### src/rtl/cnn_pkg.sv
// Shared definitions for the Conv1d input-side feeder: FSM state encoding,
// default sequence geometry and small width helpers.
package cnn_pkg;

  typedef enum logic [2:0] {
    ST_IDLE   = 3'd0,
    ST_W_EN   = 3'd1,
    ST_W_SEND = 3'd2,
    ST_D_WAIT = 3'd3,
    ST_D_EN   = 3'd4,
    ST_D_SEND = 3'd5,
    ST_DONE   = 3'd6
  } feeder_state_e;

  localparam int SEQ_LEN_DEF = 8;
  localparam int MAXPOOL_DEF = 2;
  localparam int N_BURST     = SEQ_LEN_DEF / MAXPOOL_DEF;

  // Number of compute bursts in one sequence.
  function automatic int n_bursts(input int seq_len, input int max_pool);
    return seq_len / max_pool;
  endfunction

  // Bits needed to hold any value in 0..max_val.
  function automatic int cnt_w(input int max_val);
    return (max_val < 2) ? 1 : $clog2(max_val + 1);
  endfunction

endpackage

### src/rtl/feeder_fetch.sv
// Single-word fetch engine: issues one memory read, captures the word one
// cycle later and holds it on o_data/o_stb until the consumer accepts it.
module feeder_fetch #(
  parameter int BW = 32,
  parameter int AW = 10
) (
  input  logic          clk,
  input  logic          RST,
  input  logic          rd_req,
  input  logic [AW-1:0] rd_addr,
  output logic          o_rd,
  output logic [AW-1:0] o_addr,
  input  logic [BW-1:0] i_rdata,
  input  logic          i_ack,
  output logic [BW-1:0] o_data,
  output logic          o_stb,
  output logic          xfer
);

  logic          pend_reg;
  logic          stb_reg;
  logic [BW-1:0] data_reg;
  logic          issue;

  // Only one word is ever in flight: no new read until the held word is taken.
  assign issue  = rd_req & ~pend_reg & ~stb_reg;
  assign o_rd   = issue;
  assign o_addr = issue ? rd_addr : '0;
  assign xfer   = stb_reg & i_ack;
  assign o_data = data_reg;
  assign o_stb  = stb_reg;

  always_ff @(posedge clk or posedge RST) begin
    if (RST) begin
      pend_reg <= 1'b0;
      stb_reg  <= 1'b0;
      data_reg <= '0;
    end else begin
      pend_reg <= issue;
      if (pend_reg) begin
        data_reg <= i_rdata;
        stb_reg  <= 1'b1;
      end else if (xfer) begin
        stb_reg  <= 1'b0;
      end
    end
  end

endmodule

### src/rtl/conv1d_feeder.sv
// Conv1d stream source: optional weight-load burst (taps sent high to low),
// then one compute burst of MaxPool samples per pooling group, then done.
module conv1d_feeder
  import cnn_pkg::*;
#(
  parameter int DW      = 32,
  parameter int in_ch   = 1,
  parameter int size_k  = 3,
  parameter int MaxPool = 2,
  parameter int seq_len = 8,
  parameter int AW      = 10,
  parameter int W_BASE  = 0,
  parameter int D_BASE  = 16
) (
  input  logic                clk,
  input  logic                RST,
  input  logic                i_start,
  input  logic                i_load_w,
  output logic                o_busy,
  output logic                o_done,
  output logic                o_rd,
  output logic [AW-1:0]       o_addr,
  input  logic [DW*in_ch-1:0] i_rdata,
  output logic                o_EN_w,
  output logic                o_EN_c,
  input  logic                i_conv_busy,
  output logic [DW*in_ch-1:0] o_data,
  output logic                o_stb,
  input  logic                i_ack
);

  localparam int BW    = DW * in_ch;
  localparam int NB    = n_bursts(seq_len, MaxPool);
  localparam int WMAX  = (size_k > MaxPool) ? size_k : MaxPool;
  localparam int WC_W  = cnt_w(WMAX - 1);
  localparam int BC_W  = cnt_w(NB);

  localparam logic [WC_W-1:0] W_LAST = WC_W'(size_k - 1);
  localparam logic [WC_W-1:0] D_LAST = WC_W'(MaxPool - 1);
  localparam logic [BC_W-1:0] B_ALL  = BC_W'(NB);
  localparam logic [AW-1:0]   W_TOP  = AW'(W_BASE + size_k - 1);
  localparam logic [AW-1:0]   D_ORG  = AW'(D_BASE);

  feeder_state_e   state_reg, state_next;
  logic [WC_W-1:0] word_cnt_reg, word_cnt_next;
  logic [BC_W-1:0] burst_cnt_reg, burst_cnt_next;
  logic [15:0]     sample_ptr_reg, sample_ptr_next;

  logic            rd_req;
  logic [AW-1:0]   rd_addr;
  logic            xfer;
  logic            en_w;
  logic            en_c;
  logic            done;

  always_ff @(posedge clk or posedge RST) begin
    if (RST) begin
      state_reg      <= ST_IDLE;
      word_cnt_reg   <= '0;
      burst_cnt_reg  <= '0;
      sample_ptr_reg <= '0;
    end else begin
      state_reg      <= state_next;
      word_cnt_reg   <= word_cnt_next;
      burst_cnt_reg  <= burst_cnt_next;
      sample_ptr_reg <= sample_ptr_next;
    end
  end

  always_comb begin
    state_next      = state_reg;
    word_cnt_next   = word_cnt_reg;
    burst_cnt_next  = burst_cnt_reg;
    sample_ptr_next = sample_ptr_reg;
    rd_req          = 1'b0;
    rd_addr         = W_TOP - AW'(word_cnt_reg);
    en_w            = 1'b0;
    en_c            = 1'b0;
    done            = 1'b0;

    case (state_reg)
      ST_IDLE: begin
        word_cnt_next   = '0;
        burst_cnt_next  = '0;
        sample_ptr_next = '0;
        if (i_start) begin
          state_next = i_load_w ? ST_W_EN : ST_D_WAIT;
        end
      end

      ST_W_EN: begin
        if (!i_conv_busy) begin
          en_w       = 1'b1;
          state_next = ST_W_SEND;
        end
      end

      // Highest tap first so the Conv1d shift chain ends with tap k = mem[W_BASE+k].
      ST_W_SEND: begin
        rd_req  = 1'b1;
        rd_addr = W_TOP - AW'(word_cnt_reg);
        if (xfer) begin
          if (word_cnt_reg == W_LAST) begin
            word_cnt_next = '0;
            state_next    = ST_D_WAIT;
          end else begin
            word_cnt_next = word_cnt_reg + 1'b1;
          end
        end
      end

      ST_D_WAIT: begin
        state_next = (burst_cnt_reg == B_ALL) ? ST_DONE : ST_D_EN;
      end

      // Waiting on i_conv_busy here also absorbs the Conv1d MULT/ADD latency.
      ST_D_EN: begin
        if (!i_conv_busy) begin
          en_c       = 1'b1;
          state_next = ST_D_SEND;
        end
      end

      ST_D_SEND: begin
        rd_req  = 1'b1;
        rd_addr = D_ORG + AW'(sample_ptr_reg);
        if (xfer) begin
          sample_ptr_next = sample_ptr_reg + 16'd1;
          if (word_cnt_reg == D_LAST) begin
            word_cnt_next  = '0;
            burst_cnt_next = burst_cnt_reg + 1'b1;
            state_next     = ST_D_WAIT;
          end else begin
            word_cnt_next  = word_cnt_reg + 1'b1;
          end
        end
      end

      ST_DONE: begin
        done            = 1'b1;
        word_cnt_next   = '0;
        burst_cnt_next  = '0;
        sample_ptr_next = '0;
        state_next      = ST_IDLE;
      end

      default: begin
        state_next = ST_IDLE;
      end
    endcase
  end

  feeder_fetch #(
    .BW (BW),
    .AW (AW)
  ) u_fetch (
    .clk     (clk),
    .RST     (RST),
    .rd_req  (rd_req),
    .rd_addr (rd_addr),
    .o_rd    (o_rd),
    .o_addr  (o_addr),
    .i_rdata (i_rdata),
    .i_ack   (i_ack),
    .o_data  (o_data),
    .o_stb   (o_stb),
    .xfer    (xfer)
  );

  assign o_busy = (state_reg != ST_IDLE);
  assign o_done = done;
  assign o_EN_w = en_w;
  assign o_EN_c = en_c;

endmodule

### config.mk
export PLATFORM = sky130hd
export DESIGN_NAME = conv1d_feeder
export DESIGN_NICKNAME = d
export VERILOG_FILES = /design/src/rtl/cnn_pkg.sv /design/src/rtl/feeder_fetch.sv /design/src/rtl/conv1d_feeder.sv
export SDC_FILE = /design/constraint.sdc
export NUM_CORES = 1
export LEC_CHECK = 0
export CAP_MARGIN = 25
export CORE_MARGIN = 10
export CORE_UTILIZATION = 49
export CTS_CLUSTER_SIZE = 8
export DETAILED_ROUTE_END_ITERATION = 7
export HOLD_SLACK_MARGIN = 0.05
export PLACE_DENSITY = 0.85
export REMOVE_ABC_BUFFERS = 1
export SLEW_MARGIN = 10
export SYNTH_ARGS = -nofsm -noshare
export SYNTH_HDL_FRONTEND = slang
export SYNTH_SLANG_ARGS = --single-unit
### constraint.sdc
create_clock -name clk -period 4.72 [get_ports clk]
set_input_delay 0.708 -clock clk [delete_from_list [all_inputs] [get_ports clk]]
set_output_delay 0.708 -clock clk [all_outputs]
set_load 0.01 [all_outputs]
==> results of run 1 <==
-- cells by family after synthesis --
family                     Yosys count  share of synthesized area [%]
AOI/OAI and AO/OA                   25                           6.25
xor gates and xnor gates            13                           4.48
adders and majority gates            9                           4.43
buffers and inverters               23                           4.38
DFF                                 52                           51.2
muxes                               37                           16.1
and+or+nand+nor                     62                           13.1
-- worst max-delay path: cells and delay by family, from the launching register on --
family          cells  cell delay, ns
buf+inv             1            0.57
compound gates      2            0.55
simple gates        1            0.53
flops               1            0.69
-- cells in the mapped netlist, drive strengths merged, types with 2 or more instances --
cell type / n / area share (%)
inv: 10 / 1.5
mux2i: 5 / 2.0
xor2: 3 / 1.0
nor2: 21 / 3.1
xnor2: 10 / 3.4
and2: 2 / 0.49
and3: 2 / 0.49
mux2: 32 / 14
nor2b: 3 / 0.74
clkbuf: 4 / 0.59
nor3: 5 / 1.6
o21ai: 2 / 0.39
a31oi: 2 / 0.49
nand2b: 2 / 0.49
dfrtp: 52 / 51
ha: 9 / 4.4
nand2: 11 / 1.6
nor4b: 2 / 0.69
buf: 9 / 2.3
nand3: 5 / 0.98
nand4: 3 / 0.74
nor4: 4 / 0.98
a21oi: 12 / 2.4
-- area by class of cell --
type / count / area [µm²]
clock buffer: 7 / 96.3
fill: 406 / 1550
inverter: 10 / 37.5
multi-input combinational: 146 / 1130
sequential: 52 / 1300
tap: 70 / 87.6
timing repair buffer: 87 / 878
-- stage by stage --
stage | area (µm²) | total power [mW] | util, % | cells | setup slack, ns
3_5_place_dp | 3430 | 1.85 | 67.7 | 365 | 1.72
5_1_grt | 3530 | 2.22 | 69.6 | 372 | 1.21
6_report | 3530 | 2.09 | 69.6 | 372 | 1.38
2_1_floorplan | 2470 | 1.29 | - | 208 | 2.42
3_3_place_gp | 3410 | 1.80 | 67.3 | 364 | 1.75
4_1_cts | 3530 | 2.11 | 69.6 | 372 | 1.38
-- worst paths after layout --
path	from	end	slack, ns	cells after the start
setup / recovery	state_reg[0]	o_addr[9]	1.38	4
min in group asynchronous	RST	u_fetch.o_data[12]	0.81	2
setup reg to reg	state_reg[0]	sample_ptr_reg[1]	2.88	4
hold reg to reg	u_fetch.o_data[19]	u_fetch.o_data[19]	0.51	1
max in group asynchronous	RST	sample_ptr_reg[2]	3.36	3
hold / removal	u_fetch.o_data[19]	u_fetch.o_data[19]	0.51	1
-- power groups by stage --
stage	Combinational [mW]	Sequential (mW)	Clock (mW)
final	1.08	0.744	0.265
after global routing	1.16	0.773	0.289
after CTS	1.09	0.746	0.269
after detailed placement	1.09	0.756	0
after global placement	1.06	0.737	0
after floorplan	0.452	0.841	0
-- per-layer routing --
layer | GRT usage [%] | vias to the layer above
met1 | 17.0 | 950
met5 | 0 | -
met2 | 26.2 | 50
met3 | 4.07 | 6
li1 | - | 929
met4 | 4.37 | 0
==> metrics.md, run 1 <==
| Metric | Value |
|---|---|
| Share of cells above drive strength 1 | between 10% and 20% |
| Worst Skew | between 0.005 and 0.006 ns |
| Area growth, synth to finish | 38.9% |
| Top Metal Used | met4 |
| Pleak | around 1.5 nW |
| CP max stage cell | dfrtp_1 |
| Layout net count | roughly 350 |
| Setup CP Type | flop to output port |
| YS warnings | 0 |
| Net Sw Frac | 34.6% |
| First-iteration detailed-routing DRC count | slightly below 90 |
| Internal | roughly 1.4 mW |
| Synth Flop Type | dfrtp_1 |
| Clk Latency, worst-skew pair | 0.29 ns |
| Global-route wire length before repair | between 10000 and 15000 µm |
| Post-synth EDFFs | 0 |
| ANT nets after route | 0 |
| CP Data Arrival Time | about 2.6 ns |
| Core ar. | between 5000 and 6000 µm² |
| CP startpoint kind | flop |
| Synth async-reset ratio | between 90% and 100% |
| Minimum clock period | 3.34 ns |
| Outcome | finished clean |
| Met3 wire len | 290 µm |
| I/O pin cnt | between 80 and 90 |
| Largest net degree at the start of global routing | 34 |
| Critical Path Max Stage Delay | between 0.6 and 0.7 ns |
| Distinct cells, synth | 39 |
| Logic pwr share | roughly 52% |
| Pre-Repair DR Iteration Count | 4 |
| Slew Viols, Final | 0 |
| GPL Wtd Cong | between 0.7 and 0.8 |
| Grt total ovfl | 0 |
| Most frequent cells in the layout | clkdlybuf4s50_1 (85), dfrtp_1 (52), mux2_2 (32) |
| RSZ-0062 raised after global routing | no |
| Number of setup buffers added after CTS | 0 |
| Vias | between 1500 and 2000 |
| Post-CTS sizing | 0 |
| Clock share of power | between 10% and 20% |
| Syn Area/Cell | 11.5 µm² |
| Commonest non-fill, non-tap cell in the layout | clkdlybuf4s50_1 |
| Psw | 0.722 mW |
| Post-Route M1 WL | between 2000 and 3000 µm |
| WL/cell | approximately 17 µm |
| CTS tree | done |
| Achievable frequency | 299 MHz |
| CTS clk-pin slew, worst paths | approximately 0.090 ns |
| Final setup vio count | 0 |
| Max Buffers Root-to-Sink | 2 |
| Die Span X | roughly 92 µm |
| Routed wire length | 6330 µm |
| Die H | roughly 92 µm |
| CP endpoint kind | output port |
| Post-Syn Area | between 2000 and 3000 µm² |
| Clock Root Buffer | clkbuf_8 |
| Required @ worst endpoint | 4.01 ns |
| Max_cap viols | 0 |
| Antenna cells | 0 |
| CTS Hold Bufs | 0 |
| Die Footprint | around 8500 µm² |
| Clk sinks | 52 |
| Worst-path cell chain | and3b_1 > o21ai_1 > a21oi_1 > clkdlybuf4s50_1 |
| DRC Markers | 0 |
| Dpl hpwl | 4970 µm |
| Global Route Usage Sum | ~15% |
| Number of buffers created by CTS | 5 |
| Final hold slack | a little over 0.5 ns |
| Seq/Total Area, Yosys | about half |
| IR drop worst, VDD | between 0.0003 and 0.0004 V |
| P per Cell Area | between 500 and 600 nW/µm² |
| Row count | 26 |
| Min-delay worst type | flop to flop |
| Normalized max-slew margin | between 50% and 60% |
| IO buf count | 85 |
| Synth Register Bits | 52 |
| DR vias/cell | approximately 5.2 |
| Worst-path fanout max | 16 |
| Tcrit/Tclk final | roughly 71% |
| Initial antenna violation count | 0 |
| Vias in the first global route | about 2000 |
| Initial Util | roughly 50% |
| Final Hold Viols | 0 |
| Post-synthesis cell count | 221 |
| Fin Setup TNS | 0 ns |
| Sequential share of power | a little over a third |
| Slew @ Worst Pin | 0.644 ns |
| Largest register FFs | 32 |
| H-tree depth | 2 |
| WL met2 | 3450 µm |
Power figures use the tool's default switching activity.
==> run 2: changes to the inputs <==
- CORE_UTILIZATION: 49 -> 45
- PLACE_DENSITY: 0.85 -> 0.79
- clock period: 4.72 -> 3.15 ns (I/O delays scaled with it)
==> metrics.md, run 2 (synthesis gave the netlist of run 1 again) <==
| Metric | Value |
|---|---|
| Outcome | finished clean |
| Slew Viols, Final | 0 (unchanged) |
| Clk sinks | 52 (unchanged) |
| Initial Util | 46.1% (-3.9 points) |
| Area growth, synth to finish | 38.6% |
| Most frequent cells in the layout | clkdlybuf4s50_1 (85), dfrtp_1 (52), mux2_2 (32) |
| Min-delay worst type | flop to flop |
| Grt total ovfl | 0 (unchanged) |
| Tcrit/Tclk final | 90.1% |
| Vias | 1923 (-0.62%) |
| Normalized max-slew margin | 55.9% (-1.0 points) |
| Die Footprint | 9050 µm² (+6.9%) |
| IO buf count | 85 (unchanged) |
| H-tree depth | 2 (unchanged) |
| Worst Skew | 0.00883 ns (+0.00351 ns) |
| IR drop worst, VDD | 0.000476 V (+53%) |
| Fin Setup TNS | 0 ns (unchanged) |
| GPL Wtd Cong | 0.775 (-1.8%) |
| Required @ worst endpoint | 2.68 ns (-1.33 ns) |
| Post-CTS sizing | 0 (unchanged) |
| First-iteration detailed-routing DRC count | 72 (-19%) |
| CP Data Arrival Time | 2.36 ns (-0.27 ns) |
| Pre-Repair DR Iteration Count | 4 (unchanged) |
| Max Buffers Root-to-Sink | 2 (unchanged) |
| Setup CP Type | flop to output port |
| DRC Markers | 0 (unchanged) |
| Die H | 95.1 µm (+3.4%) |
| Minimum clock period | around 2.8 ns |
| Final setup vio count | 0 (unchanged) |
| CP startpoint kind | flop |
| WL/cell | 17.0 µm (about the same) |
| Number of buffers created by CTS | 5 (unchanged) |
| Final core occ | 63.9% (-5.6 points) |
| I/O pin cnt | 86 (unchanged) |
| Antenna cells | 0 (unchanged) |
| Internal | 2.01 mW (+47%) |
| Initial antenna violation count | 0 (unchanged) |
| Psw | 1.11 mW (+53%) |
| Commonest non-fill, non-tap cell in the layout | clkdlybuf4s50_1 |
| CTS tree | done |
| Global Route Usage Sum | 13.7% (-1.1 points) |
| Number of setup buffers added after CTS | 0 (unchanged) |
| Flop2flop setup slack | 1.40 ns (-1.48 ns) |
| CTS Hold Bufs | 0 (unchanged) |
| Max_cap viols | 0 (unchanged) |
| Die Span X | 95.1 µm (+3.4%) |
| Final Hold Viols | 0 (unchanged) |
| Routed wire length | 6410 µm (+1.2%) |
| P per Cell Area | 884 nW/µm² (+50%) |
| Logic pwr share | 51.8% (+0.2 points) |
| Row count | 27 (+3.8%) |
| Clock share of power | 12.6% (about the same) |
| Vias in the first global route | 1976 (-3.5%) |
| Core ar. | 5510 µm² (+8.5%) |
| ANT nets after route | 0 (unchanged) |
| Largest net degree at the start of global routing | 53 (+56%) |
| CTS clk-pin slew, worst paths | 0.09 ns (about the same) |
| DR vias/cell | 5.11 (-1.7%) |
| Achievable frequency | 353 MHz |
| Share of cells above drive strength 1 | 15.8% (+0.56 points) |
| Layout net count | 350 (+0.29%) |
| Dpl hpwl | 4810 µm (-3.2%) |
| Global-route wire length before repair | 9850 µm (-4.3%) |
| Pleak | 1.52 nW (-0.33%) |
| Clk Latency, worst-skew pair | 0.31 ns (+0.02 ns) |
| Worst-path fanout max | 16 (unchanged) |
| Largest register FFs | 32 (unchanged) |
| Fillers | 444 (+9.4%) |
| Sequential share of power | 35.7% (about the same) |
| Net Sw Frac | 35.5% (+0.91 points) |
| Final hold slack | 0.514 ns (+0.00229 ns) |
| Slew @ Worst Pin | 0.662 ns (+0.0178 ns) |
| RSZ-0062 raised after global routing | no |
| Clock Root Buffer | clkbuf_8 |
| CP endpoint kind | output port |
-- run 2: cell count changes in the layout (fill, tap and decap cells not counted) --
cell        previous run  this run
buf_12                 1         0
buf_4                  1         3
clkbuf_8               7         5
clkinv_2               0         1
clkinvlp_4             0         1
inv_6                  0         1
-- run 2: worst paths after layout --
| kind | startpoint | to | cells past startpoint |
|---|---|---|---|
| max | state_reg[0] | o_addr[2] | 4 |
| min | u_fetch.o_data[25] | u_fetch.o_data[25] | 1 |
| max reg2reg | state_reg[0] | sample_ptr_reg[1] | 5 |
| min reg2reg | u_fetch.o_data[25] | u_fetch.o_data[25] | 1 |
| max in group asynchronous | RST | u_fetch.o_data[4] | 3 |
| min in group asynchronous | RST | u_fetch.o_data[31] | 3 |
-- run 2: metal layers --
metal  global-route usage [%]  vias up  part of all wire [%]
li1                         -      919                     -
met1                     15.9      945                    39
met2                     23.4       48                    53
met3                     3.38       11                   5.9
met4                     5.86        0                   2.2
met5                        0        -                     0
-- run 2: area by class of cell --
type | instances | area (µm²) | share of cell area (%)
well taps | 72 | 90.1 | 2.56
repair buffers | 88 | 873 | 24.8
inverters | 10 | 37.5 | 1.07
clock buffers | 5 | 68.8 | 1.95
clock inverters | 3 | 21.3 | 0.604
flip-flops and latches | 52 | 1300 | 37.0
multi-input cells | 146 | 1130 | 32.1
-- run 2: worst max-delay path, stage by stage (launching register included) --
cell and delay [ns]:
dfrtp_1 0.58, and3b_1 0.32, o21ai_1 0.52, nor2_1 0.12
clkdlybuf4s50_1 0.51
-- run 2: power groups by stage --
stage / Sequential [mW] / Combinational (mW) / Clock [mW]
detailed placement: 1.13 / 1.63 / 0
floorplan: 1.26 / 0.677 / 0
global placement: 1.11 / 1.60 / 0
global route: 1.15 / 1.73 / 0.430
CTS: 1.11 / 1.64 / 0.403
finish: 1.11 / 1.61 / 0.391
-- run 2: metrics by stage --
| stage | cell area (µm²) | instances | setup slack [ns] | total power [mW] |
|---|---|---|---|---|
| global route | 3520 | 376 | 0.134 | 3.30 |
| finish | 3520 | 376 | 0.313 | 3.11 |
| detailed placement | 3430 | 368 | 0.654 | 2.76 |
| floorplan | 2470 | 208 | 1.08 | 1.94 |
| global placement | 3430 | 368 | 0.696 | 2.71 |
| CTS | 3520 | 376 | 0.305 | 3.15 |
